$ cat config.mk
export PLATFORM = sky130hd
export DESIGN_NAME = rr_lock_arbiter
export DESIGN_NICKNAME = d
export VERILOG_FILES = /design/src/rtl/arb_pkg.sv /design/src/rtl/arb_pick.sv /design/src/rtl/rr_lock_arbiter.sv
export SDC_FILE = /design/constraint.sdc
export NUM_CORES = 1
export LEC_CHECK = 0
export CAP_MARGIN = 10
export CORE_MARGIN = 1
export CORE_UTILIZATION = 53
export DETAILED_ROUTE_END_ITERATION = 8
export HOLD_SLACK_MARGIN = 0.02
export PLACE_DENSITY = 0.81
export SLEW_MARGIN = 20
export SYNTH_ARGS = -nofsm -noshare
export SYNTH_HDL_FRONTEND = slang
export SYNTH_SLANG_ARGS = --single-unit
$ cat constraint.sdc
create_clock -name clk -period 3.28 [get_ports clk]
set_input_delay 0.82 -clock clk [delete_from_list [all_inputs] [get_ports clk]]
set_output_delay 0.82 -clock clk [all_outputs]
set_load 0.005 [all_outputs]
$ cat src/rtl/arb_pkg.sv
// ============================================================================
// Module      : arb_pkg
// Description : Shared constants, FSM state type and helpers for the
//               rr_lock_arbiter block.
// Revision    : 1.0 - initial release
// ============================================================================
`default_nettype none

package arb_pkg;

   localparam int ARB_MODE_FIXED = 0;   // lowest index wins
   localparam int ARB_MODE_RR    = 1;   // round-robin from pointer

   typedef enum logic [0:0] {
      ST_IDLE  = 1'b0,
      ST_OWNED = 1'b1
   } arb_state_t;

   // Binary index of a one-hot vector (up to 32 requesters). ORing the
   // indices keeps the result free of any priority chain.
   function automatic int onehot_to_idx(input logic [31:0] onehot);
      int idx;
      idx = 0;
      for (int i = 0; i < 32; i++) begin
         if (onehot[i]) idx = idx | i;
      end
      return idx;
   endfunction

endpackage

`default_nettype wire

$ cat src/rtl/arb_pick.sv
// ============================================================================
// Module      : arb_pick
// Description : Combinational winner picker. Rotates the request vector so
//               the pointer position lands at bit 0, isolates the lowest set
//               bit, and rotates the result back. Fixed-priority mode simply
//               forces the rotation amount to zero.
// Revision    : 1.0 - initial release
// ============================================================================
`default_nettype none

module arb_pick
   import arb_pkg::*;
#(
   parameter int N    = 4,
   parameter int MODE = ARB_MODE_RR,
   parameter int IW   = (N > 1) ? $clog2(N) : 1
) (
   input  logic [N-1:0]  req,
   input  logic [IW-1:0] ptr,
   output logic [N-1:0]  winner,
   output logic          found
);

   logic [IW-1:0]  eff_ptr;
   logic [2*N-1:0] dbl_req;
   logic [2*N-1:0] dbl_win;
   logic [N-1:0]   rot_req;
   logic [N-1:0]   rot_win;

   // Rotate-and-mask pick: the halves of each double-width word are ORed
   // because the half that received shifted-in zeros is a subset of the other.
   always_comb begin
      eff_ptr = (MODE == ARB_MODE_RR) ? ptr : '0;
      dbl_req = {req, req} >> eff_ptr;
      rot_req = dbl_req[N-1:0] | dbl_req[2*N-1:N];
      rot_win = rot_req & (~rot_req + N'(1));
      dbl_win = {rot_win, rot_win} << eff_ptr;
      winner  = dbl_win[2*N-1:N] | dbl_win[N-1:0];
      found   = |req;
   end

endmodule

`default_nettype wire

$ cat src/rtl/rr_lock_arbiter.sv
// ============================================================================
// Module      : rr_lock_arbiter
// Description : N-way arbiter with registered one-hot grant, fixed-priority
//               or round-robin policy, and grant locking until the owner
//               releases (explicitly, by dropping its request, or by timeout).
//               Optional feature macro: ARB_TIMEOUT_EN (bounded hold time,
//               adds the timeout output and a hold counter).
//               The release input is called owner_release because "release"
//               is a reserved SystemVerilog keyword.
// Revision    : 1.0 - initial release
// ============================================================================
`default_nettype none

module rr_lock_arbiter
   import arb_pkg::*;
#(
   parameter int N        = 4,
   parameter int MODE     = ARB_MODE_RR,
   parameter int MAX_HOLD = 16,
   parameter int IW       = (N > 1) ? $clog2(N) : 1
) (
   input  logic          clk,
   input  logic          rst_n,
   input  logic [N-1:0]  req,
   input  logic          owner_release,
   output logic [N-1:0]  grant,
   output logic          grant_valid,
   output logic [IW-1:0] grant_id
`ifdef ARB_TIMEOUT_EN
   ,
   output logic          timeout
`endif
);

   arb_state_t    state;
   arb_state_t    state_nx;
   logic [N-1:0]  grant_nx;
   logic [N-1:0]  winner;
   logic [IW-1:0] id_nx;
   logic [IW-1:0] ptr;
   logic [IW-1:0] ptr_nx;
   logic [IW-1:0] ptr_inc;
   logic [IW-1:0] pick_ptr;
   logic          found;
   logic          owner_req;
   logic          hold_end;
   logic          own_end;

   // Explicit wrap so the pointer never reaches N for non-power-of-two N.
   assign ptr_inc   = (grant_id == IW'(N - 1)) ? '0 : grant_id + IW'(1);

   // While owned the only pick that matters is the hand-over pick, which must
   // already see the pointer that ownership end will install.
   assign pick_ptr  = (state == ST_OWNED) ? ptr_inc : ptr;
   assign owner_req = |(req & grant);

   arb_pick #(
      .N    (N),
      .MODE (MODE),
      .IW   (IW)
   ) u_pick (
      .req    (req),
      .ptr    (pick_ptr),
      .winner (winner),
      .found  (found)
   );

`ifdef ARB_TIMEOUT_EN
   localparam int CW = $clog2(MAX_HOLD + 1);

   logic [CW-1:0] hold_cnt;
   logic [CW-1:0] hold_cnt_nx;
   logic          timeout_nx;

   // Counter value MAX_HOLD-1 marks the MAX_HOLD-th owned cycle.
   assign hold_end = (hold_cnt == CW'(MAX_HOLD - 1));
`else
   assign hold_end = 1'b0;
`endif

   assign own_end = (state == ST_OWNED) && (owner_release || !owner_req || hold_end);

   // Next-state, grant hand-over and pointer update.
   always_comb begin
      state_nx = state;
      grant_nx = grant;
      id_nx    = grant_id;
      ptr_nx   = ptr;
      case (state)
         ST_IDLE: begin
            if (found) begin
               state_nx = ST_OWNED;
               grant_nx = winner;
               id_nx    = IW'(onehot_to_idx(32'(winner)));
            end
         end
         ST_OWNED: begin
            if (own_end) begin
               ptr_nx = ptr_inc;
               if (found) begin
                  grant_nx = winner;
                  id_nx    = IW'(onehot_to_idx(32'(winner)));
               end else begin
                  state_nx = ST_IDLE;
                  grant_nx = '0;
               end
            end
         end
         default: begin
            state_nx = ST_IDLE;
            grant_nx = '0;
         end
      endcase
   end

   // State, grant and pointer registers.
   always_ff @(posedge clk or negedge rst_n) begin
      if (!rst_n) begin
         state    <= ST_IDLE;
         grant    <= '0;
         grant_id <= '0;
         ptr      <= '0;
      end else begin
         state    <= state_nx;
         grant    <= grant_nx;
         grant_id <= id_nx;
         ptr      <= ptr_nx;
      end
   end

   assign grant_valid = |grant;

`ifdef ARB_TIMEOUT_EN
   // Hold counter restarts on every new grant; timeout only when the limit,
   // not the owner, ended the ownership.
   always_comb begin
      hold_cnt_nx = '0;
      if ((state == ST_OWNED) && !own_end) begin
         hold_cnt_nx = hold_cnt + CW'(1);
      end
      timeout_nx = own_end && hold_end && owner_req && !owner_release;
   end

   // Hold counter and timeout pulse registers.
   always_ff @(posedge clk or negedge rst_n) begin
      if (!rst_n) begin
         hold_cnt <= '0;
         timeout  <= 1'b0;
      end else begin
         hold_cnt <= hold_cnt_nx;
         timeout  <= timeout_nx;
      end
   end
`endif

endmodule

`default_nettype wire

==> results.py, run 1 <==
metrics = {
    "outcome": {
        "status": "completed",
    },
    "min_path": {
        "holdPathEnd": "grant_id[1]",
        "min_path_type": "reg -> reg",
        "worstHoldStart": "grant_id[1]",
        "hold_depth": 2,
    },
    "placed_design": {
        "post-dp-hpwl_um": 1310,
        "dp_slack_ns": 0.505,
        "io_buffers": 13,
        "gp_congestion": 0.864,
        "placed_cells": 108,
        "placed_area_um2": 856,
    },
    "clock_network": {
        "cts_buffers": 3,
        "clk_pin_slew_ns": 0.06,
        "cts_post_setup_buffers_inserted": 0,
        "cts.sink_count": 9,
        "cts_tree": "built",
        "htreeDepth": 1,
        "worstSkewPairLatency_ns": 0.26,
        "cts_buffer_depth": 2,
        "clock_tree.root_cell": "clkbuf_4",
        "cts_repair_resize_count": 0,
        "hold_buffers": 0,
    },
    "timing": {
        "hold_viol_final": 0,
        "rsz0062_at_grt": "false",
        "fin_tns_setup_ns": 0,
        "max_freq_mhz": 387,
        "clock_skew_ns": 0.000365,
        "finalCriticalPeriod_ns": 2.58,
        "layout_setup_ws_ns": 0.698,
        "worst_pin_slew_ns": 0.629,
        "slew_headroom_pct": 58.1,
        "hold_slack_ns": 0.589,
        "fin_crit_sh_pct": 78.7,
        "setup_viol": 0,
        "drv_slew": 0,
    },
    "pwr": {
        "p_int_uw": 423,
        "pwr-share-clk_pct": 11.4,
        "max-vdd-ir-drop_mv": 0.361,
        "p_sw_share_pct": 44.3,
        "pwr-share-comb_pct": 59.3,
        "leakage_uw": 0.000328,
        "switchingPower_uw": 336,
        "p_seq_share_pct": 29.3,
        "power_density_mw_per_mm2": 860,
    },
    "worst_setup_path": {
        "arrival_ns": 2.72,
        "reg2reg_from": "state",
        "rr_endpoint": "grant[3]",
        "cp.required_ns": 3.42,
        "setup.worst_path.class": "in -> reg",
        "end_kind": "flip-flop",
        "rrSetupSlack_ns": 1.17,
        "worstPathMaxFanout": 11,
        "r2r_cells": 5,
        "setup.worst_path.start_class": "input port",
    },
    "logic_synthesis": {
        "synth_fp_nets": 93,
        "synth_cells": 85,
        "synth-seq-cells": 9,
        "syn_area_per_cell_um2": 8.64,
        "syn_area_um2": 734,
        "synth_cell_type_count": 35,
        "yosysWarnings": 0,
        "ys_seq_area_share_pct": 30.7,
    },
    "final_layout": {
        "area_growth_pct": 20.1,
        "drive_gt1_share_pct": 9.28,
        "nets": 106,
        "nFillCells": 128,
        "antenna_cells": 0,
        "layout.cells.non_filler": 112,
        "layout_common_cells": "clkdlybuf4s50_1 (13), dfrtp_1 (9), nor2_1 (7)",
        "final_cell_area_um2": 882,
        "layout_commonest_cell": "clkdlybuf4s50_1",
    },
    "floorplan": {
        "ios": 14,
        "core_region_area_mm2": 0.00130,
        "rows": 13,
        "start_util_pct": 56.4,
        "die_width_um": 39.2,
        "fp.dieArea_mm2": 0.00154,
        "die_y_um": 39.2,
    },
    "global_route": {
        "grt-ovfl-total": 0,
        "grt_first_pass_wirelength_um": 2970,
        "grt_pass1_vias": 665,
        "antenna_found_initial": 0,
        "grt_max_degree": 20,
        "grtUsageTotal_pct": 28.9,
    },
    "detailed_routing": {
        "vias": 731,
        "first_pass_iters": 4,
        "vias_per_cell": 6.53,
        "drcViolationCount": 0,
        "wl_per_cell_um": 16.3,
        "drt-total-wl_um": 1830,
        "drt_iter0_markers": 41,
        "final_antenna_net_count": 0,
    },
    "run": {
        "cap_violations": 0,
    },
}
-- sequential cells by signal, summed over array words and instances, names as in the netlist --
register,flops
grant,4
grant_id,2
ptr,2
state,1
-- routing by layer --
metal,part of all wire (%),GRT usage [%],up-vias
li1,-,-,350
met1,45,36.6,345
met2,49,49.6,32
met3,5.6,5.20,4
met4,0.88,7.76,0
met5,0,0,-
-- synth_stat cells --
| cell type | count | share of area [%] |
|---|---|---|
| and2_1 | 1 | 0.85 |
| and3_1 | 1 | 0.85 |
| a311oi_1 | 1 | 1.2 |
| dfrtp_1 | 9 | 31 |
| buf_6 | 1 | 1.5 |
| or4_1 | 1 | 1.0 |
| o31ai_1 | 1 | 1.0 |
| o311ai_4 | 1 | 3.6 |
| a22oi_1 | 3 | 3.1 |
| o21ai_0 | 6 | 4.1 |
| nand2b_1 | 4 | 3.4 |
| a31oi_1 | 3 | 2.6 |
| nor3_1 | 2 | 1.4 |
| clkbuf_1 | 3 | 1.5 |
| o211a_1 | 1 | 1.4 |
| buf_2 | 1 | 0.68 |
| nor2_1 | 7 | 3.6 |
| a21oi_1 | 5 | 3.4 |
| mux2_1 | 2 | 3.1 |
| inv_1 | 4 | 2.0 |
| a41oi_1 | 1 | 1.2 |
| o21ai_1 | 2 | 1.4 |
| o32a_1 | 1 | 1.4 |
| o221ai_1 | 1 | 1.2 |
| nor2b_1 | 3 | 2.6 |
| a21oi_2 | 3 | 3.6 |
| nand3_1 | 2 | 1.4 |
| ha_1 | 1 | 1.7 |
| nor4_2 | 1 | 1.7 |
| o2111ai_1 | 1 | 1.2 |
| nand2_1 | 5 | 2.6 |
| a311o_1 | 2 | 2.7 |
| mux2i_4 | 1 | 3.1 |
| nand4_1 | 3 | 2.6 |
| o211ai_1 | 1 | 1.0 |
-- logic make-up after synthesis --
kind of cell / share of synthesized area (%)
fa+ha+maj: 1.70
simple gates: 21.8
buf+inv: 5.79
flops: 30.7
mux: 6.13
compound gates: 33.9
-- through the flow --
| stage | power, uW | util (%) |
|---|---|---|
| final | 759 | 67.8 |
| after global routing | 817 | 67.8 |
| after CTS | 752 | 67.8 |
| after detailed placement | 664 | 65.8 |
| after global placement | 651 | 65.8 |
| after floorplan | 502 | - |
-- worst max-delay path by stage --
| stage | start | endpoint | slack, ns | cells past startpoint |
|---|---|---|---|---|
| global route | req[2] | ptr[1] | 0.58 | 5 |
| detailed placement | req[2] | ptr[1] | 0.51 | 5 |
| floorplan | req[0] | grant[3] | 1.37 | 4 |
| global placement | req[2] | ptr[1] | 0.58 | 5 |
| CTS | req[2] | ptr[1] | 0.74 | 5 |
| finish | req[0] | ptr[1] | 0.70 | 5 |
-- critical path: stages --
cell,delay [ns]
clkdlybuf4s50_1,0.72
a22oi_1,0.18
a21oi_2,0.41
nand2b_1,0.24
mux2_1,0.35
-- cell type report --
type | count | area [um^2] | share of cell area (%)
Clock buffer | 4 | 26.3 | 2.98
Inverter | 4 | 15.0 | 1.70
Multi-Input combinational cell | 67 | 467 | 52.9
Sequential cell | 9 | 225 | 25.5
Tap cell | 15 | 18.8 | 2.13
Timing Repair Buffer | 13 | 130 | 14.8
-- power groups by stage --
stage / Sequential [uW] / Clock [uW] / Combinational (uW)
after detailed placement: 222 / 0 / 441
final: 223 / 86.3 / 450
after global placement: 221 / 0 / 431
after floorplan: 208 / 0 / 294
after CTS: 221 / 86.7 / 445
after global routing: 230 / 93.0 / 494
Note: power is estimated with default switching activity, not from simulation.
==> run 2: changes to the inputs <==
- CORE_UTILIZATION: 53 -> 50
- PLACE_DENSITY: 0.81 -> 0.77
- clock period: 3.28 -> 2.5 ns (I/O delays scaled with it)
==> results.py, run 2 (synthesis results as in run 1) <==
metrics = {
    "timing": {
        "layout_setup_ws_ns": 0.191,
        "fin_tns_setup_ns": 0,
        "worst_pin_slew_ns": 0.567,
        "slew_headroom_pct": 61.9,
        "fin_crit_sh_pct": 92.4,
        "hold_viol_final": 0,
        "clock_skew_ns": 0.00606,
        "drv_slew": 0,
        "finalCriticalPeriod_ns": 2.31,
        "rsz0062_at_grt": "false",
        "setup_viol": 0,
        "max_freq_mhz": 433,
    },
    "worst_setup_path": {
        "cp.required_ns": 1.88,
        "max_stage_delay_ns": 0.53,
        "arrival_ns": 1.68,
        "crit_path_start": "grant[0]",
        "setup.worst_path.class": "reg -> out",
        "r2r_cells": 6,
        "slowest_stage": "or4_1",
        "cp_num_buf_inv": 1,
        "setup.worst_path.start_class": "flip-flop",
        "cpLargestDelayFamily": "simple AND/OR/NAND/NOR gates",
        "path_cells": "or4_1, clkdlybuf4s50_1",
        "rrSetupSlack_ns": 0.46,
        "worstPathMaxFanout": 5,
        "reg2reg_from": "grant_id[0]",
        "rr_endpoint": "grant[3]",
        "end_kind": "output port",
    },
    "pwr": {
        "p_sw_share_pct": 43.3,
        "pwr-share-clk_pct": 11.4,
        "leakage_uw": 0.000356,
        "p_int_uw": 563,
        "p_seq_share_pct": 29.4,
        "power_density_mw_per_mm2": 1070,
        "pwr-share-comb_pct": 59.1,
        "switchingPower_uw": 430,
        "max-vdd-ir-drop_mv": 0.646,
    },
    "final_layout": {
        "top_regs": "grant: 4 flops, grant_id: 2 flops, ptr: 2 flops",
        "area_growth_pct": 26.2,
        "nets": 112,
        "drive_gt1_share_pct": 14.6,
        "antenna_cells": 0,
        "layout_common_cells": "clkdlybuf4s50_1 (13), dfrtp_1 (9), nor2_1 (7)",
        "final_cell_area_um2": 927,
        "layout_commonest_cell": "clkdlybuf4s50_1",
        "nFillCells": 104,
        "largest_register_ff_count": 4,
        "top_register": "grant",
    },
    "min_path": {
        "hold_depth": 2,
        "min_path_type": "reg -> reg",
        "holdPathEnd": "grant_id[1]",
        "worstHoldStart": "grant_id[1]",
    },
    "detailed_routing": {
        "drt-total-wl_um": 1860,
        "wl_per_cell_um": 15.8,
        "vias": 740,
        "final_antenna_net_count": 0,
        "drcViolationCount": 0,
        "vias_per_cell": 6.27,
        "first_pass_iters": 4,
        "drt_iter0_markers": 11,
    },
    "floorplan": {
        "start_util_pct": 55.1,
        "die_y_um": 40.3,
        "ios": 14,
        "rows": 13,
        "die_width_um": 40.3,
        "fp.dieArea_mm2": 0.00163,
        "core_region_area_mm2": 0.00133,
    },
    "global_route": {
        "grt-ovfl-total": 0,
        "grt_first_pass_wirelength_um": 2710,
        "antenna_found_initial": 0,
        "grtUsageTotal_pct": 25.7,
        "grt_max_degree": 12,
        "grt_pass1_vias": 581,
    },
    "outcome": {
        "status": "completed",
    },
    "run": {
        "cap_violations": 0,
    },
    "clock_network": {
        "clock_tree.root_cell": "clkbuf_4",
        "cts_buffers": 3,
        "cts_tree": "built",
        "htreeDepth": 1,
        "clk_pin_slew_ns": 0.07,
        "cts_repair_resize_count": 0,
        "cts.sink_count": 9,
        "cts_post_setup_buffers_inserted": 0,
        "worstSkewPairLatency_ns": 0.26,
        "cts_buffer_depth": 2,
        "hold_buffers": 0,
    },
    "placed_design": {
        "placed_area_um2": 901,
        "post-dp-hpwl_um": 1410,
        "io_buffers": 13,
        "dp_slack_ns": 0.176,
        "gp_congestion": 0.796,
    },
}
-- run 2: power by group through the flow --
stage	clock network [uW]	registers, uW	logic, uW
5_1_grt	126	301	642
3_3_place_gp	0	290	570
2_1_floorplan	0	272	386
6_report	113	292	587
4_1_cts	116	290	587
3_5_place_dp	0	292	586
-- run 2: final cells by class --
type | instances | area (um^2) | area share [%]
Clock buffer | 4 | 26.3 | 2.83
Sequential cell | 9 | 225 | 24.3
Multi-Input combinational cell | 67 | 467 | 50.3
Tap cell | 15 | 18.8 | 2.02
Timing Repair Buffer | 19 | 175 | 18.9
Inverter | 4 | 15.0 | 1.62
-- run 2: stage by stage --
step	hold slack [ns]	std cells	power (uW)	utilization (%)
finish	0.584	118	993	69.5
detailed placement	0.570	114	878	67.5
global route	0.629	118	1070	69.5
global placement	0.574	114	860	67.5
floorplan	0.329	85	659	-
CTS	0.581	118	992	69.5
-- run 2: per-layer routing --
layer  share of wire, %  GRT usage (%)
met1                 50           37.4
met2                 47           37.7
met3                1.6           5.00
met4                1.0           7.50
met5                  0              0
-- run 2: worst min-delay path, cell delays in order (launching register included) --
cell and delay [ns]:
dfrtp_1 0.40, nor2_1 0.11, a31oi_1 0.04
-- run 2: worst max-delay path by stage --
stage / end / cells after the start
floorplan: grant[3] / 6
global placement: ptr[1] / 5
detailed placement: ptr[1] / 5
CTS: grant_valid / 2
global route: grant_valid / 2
finish: grant_valid / 2
